**config.mk**
```make
export PLATFORM = sky130hd
export DESIGN_NAME = ro_freq_counter_flat
export DESIGN_NICKNAME = d
export VERILOG_FILES = /design/src/rtl/ro_meas_pkg.sv /design/src/rtl/ro_freq_counter_if.sv /design/src/rtl/ro_edge_sync.sv /design/src/rtl/ro_freq_counter.sv /design/src/flat_wrapper.sv
export SDC_FILE = /design/constraint.sdc
export NUM_CORES = 1
export LEC_CHECK = 0
export BUFFER_PORTS_ARGS = -buffer_cell sky130_fd_sc_hd__buf_2
export CAP_MARGIN = 40
export CORE_MARGIN = 1
export CORE_UTILIZATION = 43
export DETAILED_ROUTE_END_ITERATION = 7
export GPL_TIMING_DRIVEN = 0
export HOLD_SLACK_MARGIN = 0.02
export PLACE_DENSITY = 0.66
export SLEW_MARGIN = 20
export SYNTH_ARGS = -nofsm -noshare
export SYNTH_HDL_FRONTEND = slang
export SYNTH_SLANG_ARGS = --single-unit
export TNS_END_PERCENT = 20
```
**constraint.sdc**
```tcl
create_clock -name clk -period 3 [get_ports clk]
set_input_delay 0.3 -clock clk [delete_from_list [all_inputs] [get_ports clk]]
set_output_delay 0.3 -clock clk [all_outputs]
set_load 0.05 [all_outputs]
```
**src/rtl/ro_meas_pkg.sv**
```systemverilog
// Shared types and default widths for the ring-oscillator measurement blocks.
// No logic of its own.
package ro_meas_pkg;

    typedef enum logic [1:0] {
        IDLE = 2'd0,
        ARM  = 2'd1,
        GATE = 2'd2,
        DONE = 2'd3
    } state_t;

    localparam int CNT_W_DEF       = 16;
    localparam int GATE_W_DEF      = 16;
    localparam int SYNC_STAGES_DEF = 2;

endpackage

```
**src/rtl/ro_freq_counter_if.sv**
```systemverilog
// Request/result bundle for one frequency-counter instance; the oscillator tap
// travels with it so each tap's measurement is a single connection.
interface ro_freq_counter_if
    import ro_meas_pkg::*;
#(
    parameter int CNT_W  = CNT_W_DEF,
    parameter int GATE_W = GATE_W_DEF
);
    logic              start;
    logic [GATE_W-1:0] gate_cycles;
    logic              ro_in;
    logic              busy;
    logic              done;
    logic [CNT_W-1:0]  count;
    logic              overflow;

    modport master (
        output start, gate_cycles, ro_in,
        input  busy, done, count, overflow
    );

    modport slave (
        input  start, gate_cycles, ro_in,
        output busy, done, count, overflow
    );
endinterface

```
**src/rtl/ro_edge_sync.sv**
```systemverilog
// Brings an asynchronous oscillator tap into clk and flags its rising edges.
// rise is a one-cycle pulse SYNC_STAGES cycles after the raw edge; no backpressure.
module ro_edge_sync
    import ro_meas_pkg::*;
#(
    parameter int SYNC_STAGES = SYNC_STAGES_DEF
) (
    input  logic clk,
    input  logic rst,
    input  logic ro_in,
    output logic rise
);

    logic [SYNC_STAGES-1:0] sync_q;
    logic                   prev_q;

    // prev follows sync_out in every state, so a level already high at arm time
    // never looks like a fresh edge.
    always_ff @(posedge clk or posedge rst) begin
        if (rst) begin
            sync_q <= '0;
            prev_q <= 1'b0;
        end else begin
            sync_q <= {sync_q[SYNC_STAGES-2:0], ro_in};
            prev_q <= sync_q[SYNC_STAGES-1];
        end
    end

    assign rise = sync_q[SYNC_STAGES-1] & ~prev_q;

endmodule

```
**src/rtl/ro_freq_counter.sv**
```systemverilog
// Counts synchronised ro_in rising edges over gate_cycles clk cycles; done pulses
// gate_q+2 cycles after start is taken (2 when gate_q==0); start ignored while busy.
module ro_freq_counter
    import ro_meas_pkg::*;
#(
    parameter int CNT_W       = CNT_W_DEF,
    parameter int GATE_W      = GATE_W_DEF,
    parameter int SYNC_STAGES = SYNC_STAGES_DEF
) (
    input  logic               clk,
    input  logic               rst,
    ro_freq_counter_if.slave   bus
);

    state_t            state_q;
    logic [GATE_W-1:0] gate_q;
    logic [GATE_W-1:0] gate_cnt_q;
    logic [CNT_W-1:0]  edge_q;
    logic              ovf_q;
    logic [CNT_W-1:0]  count_q;
    logic              overflow_q;
    logic              done_q;
    logic              busy_q;

    logic              rise;
    logic [CNT_W-1:0]  edge_nxt;
    logic              ovf_nxt;

    ro_edge_sync #(
        .SYNC_STAGES (SYNC_STAGES)
    ) u_sync (
        .clk   (clk),
        .rst   (rst),
        .ro_in (bus.ro_in),
        .rise  (rise)
    );

    // Saturating edge count; the final gate cycle's edge must reach count directly.
    always_comb begin
        edge_nxt = edge_q;
        ovf_nxt  = ovf_q;
        if (rise) begin
            if (edge_q == '1) begin
                ovf_nxt = 1'b1;
            end else begin
                edge_nxt = edge_q + 1'b1;
            end
        end
    end

    always_ff @(posedge clk or posedge rst) begin
        if (rst) begin
            state_q    <= IDLE;
            gate_q     <= '0;
            gate_cnt_q <= '0;
            edge_q     <= '0;
            ovf_q      <= 1'b0;
            count_q    <= '0;
            overflow_q <= 1'b0;
            done_q     <= 1'b0;
            busy_q     <= 1'b0;
        end else begin
            case (state_q)
                IDLE: begin
                    if (bus.start) begin
                        gate_q  <= bus.gate_cycles;
                        edge_q  <= '0;
                        ovf_q   <= 1'b0;
                        busy_q  <= 1'b1;
                        state_q <= ARM;
                    end
                end
                ARM: begin
                    if (gate_q == '0) begin
                        count_q    <= edge_q;
                        overflow_q <= ovf_q;
                        done_q     <= 1'b1;
                        state_q    <= DONE;
                    end else begin
                        gate_cnt_q <= gate_q;
                        state_q    <= GATE;
                    end
                end
                GATE: begin
                    edge_q     <= edge_nxt;
                    ovf_q      <= ovf_nxt;
                    gate_cnt_q <= gate_cnt_q - 1'b1;
                    if (gate_cnt_q == GATE_W'(1)) begin
                        count_q    <= edge_nxt;
                        overflow_q <= ovf_nxt;
                        done_q     <= 1'b1;
                        state_q    <= DONE;
                    end
                end
                DONE: begin
                    done_q  <= 1'b0;
                    busy_q  <= 1'b0;
                    state_q <= IDLE;
                end
                default: state_q <= IDLE;
            endcase
        end
    end

    assign bus.busy     = busy_q;
    assign bus.done     = done_q;
    assign bus.count    = count_q;
    assign bus.overflow = overflow_q;

endmodule
```
**src/flat_wrapper.sv**
```systemverilog
// flat-port wrapper written by rule: the top's interface ports become plain ports
module ro_freq_counter_flat import ro_meas_pkg::*;
#(
    parameter int CNT_W       = CNT_W_DEF,
    parameter int GATE_W      = GATE_W_DEF,
    parameter int SYNC_STAGES = SYNC_STAGES_DEF
)
  (clk, rst, bus_start, bus_gate_cycles, bus_ro_in, bus_busy, bus_done, bus_count, bus_overflow);
  ro_freq_counter_if #(.CNT_W(CNT_W), .GATE_W(GATE_W)) bus_i ();
  input  logic clk;
  input  logic rst;
  input wire logic [$bits(bus_i.start)-1:0] bus_start;
  input wire logic [$bits(bus_i.gate_cycles)-1:0] bus_gate_cycles;
  input wire logic [$bits(bus_i.ro_in)-1:0] bus_ro_in;
  output wire logic [$bits(bus_i.busy)-1:0] bus_busy;
  output wire logic [$bits(bus_i.done)-1:0] bus_done;
  output wire logic [$bits(bus_i.count)-1:0] bus_count;
  output wire logic [$bits(bus_i.overflow)-1:0] bus_overflow;
  assign bus_i.start = bus_start;
  assign bus_i.gate_cycles = bus_gate_cycles;
  assign bus_i.ro_in = bus_ro_in;
  assign bus_busy = bus_i.busy;
  assign bus_done = bus_i.done;
  assign bus_count = bus_i.count;
  assign bus_overflow = bus_i.overflow;
  ro_freq_counter #(.CNT_W(CNT_W), .GATE_W(GATE_W), .SYNC_STAGES(SYNC_STAGES)) u_core (.clk(clk), .rst(rst), .bus(bus_i));
endmodule
```
==> results of run 1 <==
## cell usage in the layout, fill, tap and decap left out, types with 4 or more instances in the layout
| master | Yosys | final |
|---|---|---|
| or2_2 | 4 | 4 |
| o21ai_0 | 22 | 22 |
| clkbuf_8 | 0 | 9 |
| nor3_1 | 14 | 14 |
| nand2b_1 | 10 | 10 |
| nor2_1 | 38 | 38 |
| clkbuf_1 | 17 | 18 |
| mux2_2 | 19 | 19 |
| nand3_1 | 18 | 18 |
| mux2i_1 | 12 | 12 |
| xnor2_1 | 10 | 10 |
| a21oi_1 | 35 | 35 |
| nor4_1 | 10 | 10 |
| dfrtp_1 | 73 | 73 |
| nor2b_1 | 5 | 5 |
| a211oi_1 | 4 | 4 |
| a22o_1 | 4 | 4 |
| o31ai_1 | 9 | 9 |
| nand4_1 | 7 | 7 |
| inv_1 | 12 | 11 |
| nand2_1 | 30 | 30 |
| o22ai_1 | 5 | 5 |
| buf_2 | 5 | 42 |
| ha_1 | 7 | 7 |
## per-stage QoR
| stage | utilization, % | hold WS [ps] |
|---|---|---|
| final | 51.59 | 61.52 |
| after global routing | 51.59 | 50.46 |
| after CTS | 51.59 | 54.95 |
| after detailed placement | 49.16 | 295.7 |
| after global placement | 48.84 | 337.3 |
| after floorplan | - | 331.2 |
## metal layers
metal | up-vias | share of wire [%] | track usage [%]
met4 | 0 | 2.1 | 8.250
li1 | 1719 | - | -
met2 | 113 | 47 | 35.74
met5 | - | 0 | 0
met1 | 1746 | 46 | 28.91
met3 | 18 | 4.2 | 5.107
## where the power goes
| part | internal, uW | switching (uW) |
|---|---|---|
| combinational | 850 | 1530 |
| sequential | 1340 | 339 |
| clock | 472 | 394 |
| total | 2660 | 2260 |
## worst reg2reg max path, cell delays in order (launching register included)
cell and delay [ps]:
dfrtp_1 430, inv_1 100, ha_1 180, clkbuf_1 400, clkbuf_1 520, clkbuf_1 550
nand4_1 170, nand3_1 140, o21ai_0 90
## cell type report
cell class | count | area [um^2]
Sequential cell | 73 | 1827
Buffer | 28 | 125.1
Multi-Input combinational cell | 328 | 2233
Fill cell | 920 | 4537
Timing Repair Buffer | 39 | 222.7
Tap cell | 129 | 161.4
Inverter | 12 | 47.55
Clock inverter | 6 | 90.09
Clock buffer | 10 | 127.6
## worst max-delay path by stage
stage	start	slack, ps	endpoint
final	u_core.state_q[0]	310	u_core.bus.count[12]
after detailed placement	u_core.state_q[0]	360	u_core.bus.count[12]
after global routing	u_core.state_q[0]	120	u_core.bus.count[12]
after floorplan	rst	850	u_core.bus.busy
after CTS	u_core.state_q[0]	350	u_core.bus.count[12]
after global placement	rst	-130	u_core.gate_q[10]
## state kept, by name, summed over array words and instances, names as in the netlist
signal / count
u_core.gate_cnt_q: 16
u_core.bus.busy: 1
u_core.ovf_q: 1
u_core.bus.done: 1
u_core.bus.overflow: 1
u_core.state_q: 2
u_core.edge_q: 16
u_core.bus.count: 16
u_core.u_sync.prev_q: 1
u_core.gate_q: 16
u_core.u_sync.sync_q: 2
## cell families after synthesis
| kind of cell | share of synthesized area (%) |
|---|---|
| xor+xnor | 2.484 |
| flops | 43.18 |
| buf+inv | 4.022 |
| fa+ha+maj | 2.070 |
| simple gates | 23.72 |
| compound gates | 16.36 |
| mux | 8.163 |
## synth_stat cells, types with 4 or more instances
| master | instances | share of area (%) |
|---|---|---|
| clkbuf_1 | 17 | 1.5 |
| a22o_1 | 4 | 0.83 |
| nand3_1 | 18 | 2.1 |
| dfrtp_1 | 73 | 43 |
| o22ai_1 | 5 | 0.74 |
| xnor2_1 | 10 | 2.1 |
| o31ai_1 | 9 | 1.6 |
| o21ai_0 | 22 | 2.6 |
| nor2b_1 | 5 | 0.74 |
| a211oi_1 | 4 | 0.71 |
| nor4_1 | 10 | 1.5 |
| or2_2 | 4 | 0.59 |
| mux2i_1 | 12 | 2.8 |
| buf_2 | 5 | 0.59 |
| a21oi_1 | 35 | 4.1 |
| nand2_1 | 30 | 2.7 |
| ha_1 | 7 | 2.1 |
| inv_1 | 12 | 1.1 |
| mux2_2 | 19 | 5.1 |
| nand2b_1 | 10 | 1.5 |
| nor2_1 | 38 | 3.4 |
| nand4_1 | 7 | 1.0 |
| nor3_1 | 14 | 1.7 |
## what timing repair did
item | 4_1_cts | 5_1_grt
gates resized for setup | 0 | 0
hold buffers | 1 | 0
endpoints found under the setup margin | 0 | 0
setup buffers | 0 | 0
endpoints found under the hold margin | 22 | 0
==> results_tabular.tex, run 1 <==
\begin{tabular}{lr}
\hline
Metric & Value \\
\hline
\multicolumn{2}{l}{\textbf{Setup path}} \\
\quad Worst reg2reg endpoint & u\_core.bus.count[12] \\
\quad Largest fanout on the critical path & 10 \\
\quad CP Cell Sequence & inv\_1 > ha\_1 > clkbuf\_1 > clkbuf\_1 > clkbuf\_1 > nand4\_1 > nand3\_1 > o21ai\_0 \\
\quad Buffer and inverter count on the worst path & 4 \\
\quad Worst path max stage delay & 540 ps \\
\quad Critical path required time & 3230 ps \\
\quad Type of the setup path with the least slack & flop to flop \\
\quad Startpoint kind of the worst setup timing path & flop \\
\quad Flop2flop setup slack & 310 ps \\
\quad Dominant cell type by count on the critical path & clkbuf\_1 \\
\quad Instance count on the critical path & 8 \\
\quad Worst Reg2Reg Path Length in Cells & 8 \\
\quad Dominant delay contributor by cell family on the critical path & buffers and inverters \\
\quad Signal arrival time at the worst endpoint & 2920 ps \\
\quad Worst path slowest cell & clkbuf\_1 \\
\quad Critical path endpoint category & flop \\
\quad Startpoint of the lowest-slack register-to-register path & u\_core.state\_q[0] \\
\multicolumn{2}{l}{\textbf{Logic synthesis}} \\
\quad Number of standard cells after synthesis & 441 \\
\quad Part of the Yosys area used for sequential elements & 43.18\% \\
\quad Commonest register cell after synthesis & dfrtp\_1 \\
\quad Post-synthesis sequential element count & 73 \\
\quad Syn Nets & 468 \\
\quad Total number of yosys warnings & 0 \\
\quad Synthesized area per cell & 9.593 um\^{}2 \\
\quad Cell Area, Synth & 4230 um\^{}2 \\
\quad Number of library cell types mapped by synthesis & 63 \\
\quad Post-synth EDFFs & 0 \\
\quad Share of async-settable or async-resettable flops after synthesis & 100.0\% \\
\multicolumn{2}{l}{\textbf{Detailed routing}} \\
\quad Drt total wl & 10,330 um \\
\quad Average vias per placed instance & 5.754 \\
\quad Via total after detailed routing & 3,596 \\
\quad Detail-routed net length per standard cell & 16.53 um \\
\quad Detailed Routing Iterations Pass 1 & 6 \\
\quad Residual DRC & 0 \\
\quad Initial drt markers & 283 \\
\quad Number of antenna-violating nets in the routed design & 0 \\
\multicolumn{2}{l}{\textbf{Clock network}} \\
\quad CTS tree & done \\
\quad Clock slew at the register clock pins of the worst setup and hold paths & 80 ps \\
\quad Longest Clk Path Bufs & 2 \\
\quad Clk\_lat worst skew & 350 ps \\
\quad Clock tree root driver cell & clkbuf\_8 \\
\quad Number of levels in the clock H-tree & 3 \\
\quad TritonCTS buffer count & 9 \\
\quad Num Clock Sinks & 73 \\
\multicolumn{2}{l}{\textbf{Floorplan}} \\
\quad Die outline width & 101.2 um \\
\quad Area of the core & 9371 um\^{}2 \\
\quad Effective utilization at floorplan & 45.14\% \\
\quad Vertical die dimension & 101.2 um \\
\quad Total Die Area & 10,240 um\^{}2 \\
\quad Number of ports placed on the die boundary & 39 \\
\quad Site Rows & 35 \\
\multicolumn{2}{l}{\textbf{Cells and area}} \\
\quad Final Net Count & 518 \\
\quad Antenna diode count & 0 \\
\quad Final standard cell area without fillers & 4835 um\^{}2 \\
\quad Synth-to-Final Area Change & 14.29\% \\
\quad Share of post-route cells with drive strength above 1 & 20.16\% \\
\quad Cell Count, Final, Fillers Out & 625 \\
\multicolumn{2}{l}{\textbf{Power and ir drop}} \\
\quad Pwr Total & 4924 uW \\
\quad Static Leak & 0.002069 uW \\
\quad Ratio of total power to cell area & 1019 nW/um\^{}2 \\
\quad Maximum vdd drop & 0.4717 mV \\
\multicolumn{2}{l}{\textbf{STA}} \\
\quad Final-report max-slew violation count & 0 \\
\quad Fmax & 0.3717 GHz \\
\quad Endpoints failing hold & 0 \\
\quad Worst-Margin Slew & 622.0 ps \\
\quad Aggregate negative setup slack & 0 ps \\
\quad Share of the clock period used by the worst path & 89.68\% \\
\quad Worst path setup slack after routing & 309.5 ps \\
\quad Worst-case headroom to the max-slew limit & 58.15\% \\
\quad Setup repair after global routing missed its margin & no \\
\quad Tmin final & 2690 ps \\
\quad Final setup violation count & 0 \\
\quad Clock skew & 11.05 ps \\
\multicolumn{2}{l}{\textbf{GRT}} \\
\quad Total track usage & 22.09\% \\
\quad Number of antenna violations at the first check in global routing & 0 \\
\quad Pin count of the biggest net entering global routing & 52 \\
\quad Vias in the first global route & 3,520 \\
\quad GR Overflow Total & 0 \\
\quad Wire length of the first global-routing pass & 17,500 um \\
\multicolumn{2}{l}{\textbf{Placed design}} \\
\quad Placed cell areas & 4607 um\^{}2 \\
\quad Half-perimeter wire length of the detailed placement result & 7337 um \\
\quad Setup Slack @ Placement & 358.6 ps \\
\quad GPL Wtd Cong & 0.9302 \\
\quad Port Buf Inserts & 37 \\
\quad Cell count after placement & 608 \\
\multicolumn{2}{l}{\textbf{Hold path}} \\
\quad Hold wc startpoint & bus\_ro\_in \\
\quad Instance count along the most critical hold path & 1 \\
\quad Worst Hold Class & input port to flop \\
\quad Endpoint of the worst hold path & u\_core.u\_sync.sync\_q[0] \\
\multicolumn{2}{l}{\textbf{Flow run}} \\
\quad Max Cap Viol & 0 \\
\multicolumn{2}{l}{\textbf{Run status}} \\
\quad Run status & complete, no violations \\
\hline
\end{tabular}
Power figures use the tool's default switching activity.
==> run 2, diff against run 1 <==
--- a/config.mk
+++ b/config.mk
@@ -12,7 +12,7 @@
 export DETAILED_ROUTE_END_ITERATION = 7
 export GPL_TIMING_DRIVEN = 0
 export HOLD_SLACK_MARGIN = 0.02
-export PLACE_DENSITY = 0.66
+export PLACE_DENSITY_LB_ADDON = 0.3
 export SLEW_MARGIN = 20
 export SYNTH_ARGS = -nofsm -noshare
 export SYNTH_HDL_FRONTEND = slang
==> results_tabular.tex, run 2 (synthesis gave the netlist of run 1 again) <==
\begin{tabular}{lr}
\hline
Metric & Value \\
\hline
\multicolumn{2}{l}{\textbf{Run status}} \\
\quad Run status & complete, no violations \\
\multicolumn{2}{l}{\textbf{GRT}} \\
\quad Number of antenna violations at the first check in global routing & 0 (unchanged) \\
\quad Total track usage & 21.47\% (-0.62 points) \\
\quad GR Overflow Total & 0 (unchanged) \\
\quad Wire length of the first global-routing pass & 17,060 um (-2.5\%) \\
\quad Pin count of the biggest net entering global routing & 56 (+7.7\%) \\
\quad Vias in the first global route & 3,436 (-2.4\%) \\
\multicolumn{2}{l}{\textbf{Clock network}} \\
\quad \# resized after CTS & 0 (unchanged) \\
\quad Clock tree root driver cell & clkbuf\_8 \\
\quad Longest Clk Path Bufs & 2 (unchanged) \\
\quad Clock slew at the register clock pins of the worst setup and hold paths & 80 ps (about the same) \\
\quad Clk\_lat worst skew & 360 ps (about the same) \\
\quad CTS tree & done \\
\quad Num Clock Sinks & 73 (unchanged) \\
\quad Hold Buf Count CTS & 1 (unchanged) \\
\quad TritonCTS buffer count & 9 (unchanged) \\
\quad Setup Buffers After CTS & 0 (unchanged) \\
\quad Number of levels in the clock H-tree & 3 (unchanged) \\
\multicolumn{2}{l}{\textbf{Setup path}} \\
\quad Startpoint kind of the worst setup timing path & flop \\
\quad Type of the setup path with the least slack & flop to flop \\
\quad Startpoint of the lowest-slack register-to-register path & u\_core.state\_q[0] \\
\quad Signal arrival time at the worst endpoint & 2860 ps (-60 ps) \\
\quad Flop2flop setup slack & 390 ps (+80 ps) \\
\quad Largest fanout on the critical path & 10 (unchanged) \\
\quad Dominant cell type by count on the critical path & clkbuf\_1 \\
\quad Worst path slowest cell & clkbuf\_1 \\
\quad Critical path required time & 3250 ps (+20 ps) \\
\quad Worst Reg2Reg Path Length in Cells & 8 (unchanged) \\
\quad Worst path max stage delay & 520 ps (-20 ps) \\
\quad Worst reg2reg endpoint & u\_core.edge\_q[2] \\
\quad Critical path endpoint category & flop \\
\quad CP Cell Sequence & inv\_1 > ha\_1 > clkbuf\_1 > clkbuf\_1 > clkbuf\_1 > nand3\_1 > mux2i\_1 > nor2\_1 \\
\multicolumn{2}{l}{\textbf{Detailed routing}} \\
\quad Via total after detailed routing & 3,549 (-1.3\%) \\
\quad Residual DRC & 0 (unchanged) \\
\quad Drt total wl & 10,050 um (-2.8\%) \\
\quad Detailed Routing Iterations Pass 1 & 5 (-1) \\
\quad Average vias per placed instance & 5.678 (-1.3\%) \\
\quad Detail-routed net length per standard cell & 16.07 um (-2.8\%) \\
\quad Number of antenna-violating nets in the routed design & 0 (unchanged) \\
\quad Initial drt markers & 161 (-43\%) \\
\multicolumn{2}{l}{\textbf{STA}} \\
\quad Endpoints failing hold & 0 (unchanged) \\
\quad Final setup violation count & 0 (unchanged) \\
\quad Fmax & 0.3832 GHz (+3.1\%) \\
\quad Worst-case headroom to the max-slew limit & 57.44\% (-0.71 points) \\
\quad Worst path setup slack after routing & 390.4 ps (+80.84 ps) \\
\quad Final-report max-slew violation count & 0 (unchanged) \\
\quad Worst-Margin Slew & 635.6 ps (+13.60 ps) \\
\quad Clock skew & 5.846 ps (-5.204 ps) \\
\quad Setup repair after global routing missed its margin & no \\
\quad Share of the clock period used by the worst path & 86.99\% (-2.7 points) \\
\quad Tmin final & 2610 ps (-80.84 ps) \\
\quad Worst hold margin & 45.95 ps (-15.57 ps) \\
\multicolumn{2}{l}{\textbf{Power and ir drop}} \\
\quad Flop pwr share & 33.2\% (-0.9 points) \\
\quad Combinational Power Share & 47.2\% (-1.1 points) \\
\quad Ratio of total power to cell area & 1029 nW/um\^{}2 (+1.1\%) \\
\quad Static Leak & 0.002089 uW (+0.96\%) \\
\quad Maximum vdd drop & 0.4984 mV (+5.7\%) \\
\quad NetSw & 2221 uW (-1.7\%) \\
\quad Power Internal & 2793 uW (+4.8\%) \\
\quad Pwr Total & 5014 uW (+1.8\%) \\
\quad Share of total power in the clock network & 19.5\% (+1.9 points) \\
\quad Fraction of power spent switching nets & 44.30\% (-1.6 points) \\
\multicolumn{2}{l}{\textbf{Cells and area}} \\
\quad Layout filler cell count & 889 (-3.4\%) \\
\quad Total area of multi-input combinational cells & 2233 um\^{}2 (unchanged) \\
\quad Antenna diode count & 0 (unchanged) \\
\quad Share of post-route cells with drive strength above 1 & 20.16\% (unchanged) \\
\quad Most frequent standard cell in the layout excluding fill and tap cells & dfrtp\_1 \\
\quad Area taken by flip-flops and latches & 1827 um\^{}2 (unchanged) \\
\quad Synth-to-Final Area Change & 15.14\% \\
\quad Final Net Count & 518 (unchanged) \\
\quad Leading cell types in the layout, fill and taps excluded & dfrtp\_1 (73), buf\_2 (42), nor2\_1 (38), a21oi\_1 (35), nand2\_1 (30) \\
\multicolumn{2}{l}{\textbf{Placed design}} \\
\quad GPL Wtd Cong & 0.9131 (-1.8\%) \\
\quad Setup Slack @ Placement & 430.2 ps (+71.61 ps) \\
\quad Port Buf Inserts & 37 (unchanged) \\
\quad Half-perimeter wire length of the detailed placement result & 7131 um (-2.8\%) \\
\multicolumn{2}{l}{\textbf{Hold path}} \\
\quad Instance count along the most critical hold path & 1 (unchanged) \\
\quad Worst Hold Class & input port to flop \\
\quad Endpoint of the worst hold path & u\_core.u\_sync.sync\_q[0] \\
\quad Hold wc startpoint & bus\_ro\_in \\
\multicolumn{2}{l}{\textbf{Floorplan}} \\
\quad Number of ports placed on the die boundary & 39 (unchanged) \\
\quad Die outline width & 101.2 um (unchanged) \\
\quad Effective utilization at floorplan & 45.14\% (unchanged) \\
\quad Total Die Area & 10,240 um\^{}2 (unchanged) \\
\quad Area of the core & 9371 um\^{}2 (unchanged) \\
\quad Site Rows & 35 (unchanged) \\
\quad Vertical die dimension & 101.2 um (unchanged) \\
\multicolumn{2}{l}{\textbf{Flow run}} \\
\quad Max Cap Viol & 0 (unchanged) \\
\hline
\end{tabular}
[run 2: cell type report]
class                   instances  share of cell area, %
multi-input cells             328                  45.85
flip-flops and latches         73                  37.50
repair buffers                 39                  4.572
well taps                     129                  3.314
clock buffers                  12                  3.185
plain buffers                  28                  2.569
clock inverters                 4                  2.029
inverters                      12                 0.9761
[run 2: worst max path at each step]
| stage | start | to | slack (ps) | cells past startpoint |
|---|---|---|---|---|
| after global placement | rst | u_core.gate_q[12] | -80 | 2 |
| after global routing | u_core.state_q[0] | u_core.bus.count[12] | 210 | 8 |
| after floorplan | rst | u_core.bus.busy | 850 | 1 |
| after CTS | u_core.state_q[0] | u_core.bus.count[12] | 410 | 8 |
| final | u_core.state_q[0] | u_core.edge_q[2] | 390 | 8 |
| after detailed placement | u_core.state_q[0] | u_core.bus.count[12] | 430 | 8 |
[run 2: worst max-delay path: cells and delay by family, from the launching register on]
family	cells	cell delay, ps
muxes	1	190
DFF	1	440
and+or+nand+nor	2	200
buffers and inverters	4	1500
adders and majority gates	1	160
[run 2: metal layers]
layer	vias to the layer above	global-route usage, %	wire (um)
met1	1703	27.99	4628
li1	1716	-	-
met2	111	35.32	4713
met4	0	8.138	224
met5	-	0	0
met3	19	4.348	479
[run 2: power groups by stage]
| stage | sequential (uW) | combinational [uW] | clock, uW |
|---|---|---|---|
| after global routing | 1720 | 2610 | 1040 |
| final | 1670 | 2370 | 980 |
| after global placement | 1670 | 2300 | 0 |
| after CTS | 1660 | 2370 | 1000 |
| after detailed placement | 1680 | 2360 | 0 |
| after floorplan | 1930 | 1500 | 0 |
[run 2: per-stage QoR]
step / std cells / instance area [um^2] / TNS [ps] / utilization, %
after global routing: 625 / 4871 / 0 / 51.98
final: 625 / 4871 / 0 / 51.98
after detailed placement: 608 / 4607 / 0 / 49.16
after floorplan: 441 / 4230 / 0 / -
after global placement: 607 / 4577 / -5215 / 48.84
after CTS: 625 / 4871 / 0 / 51.98
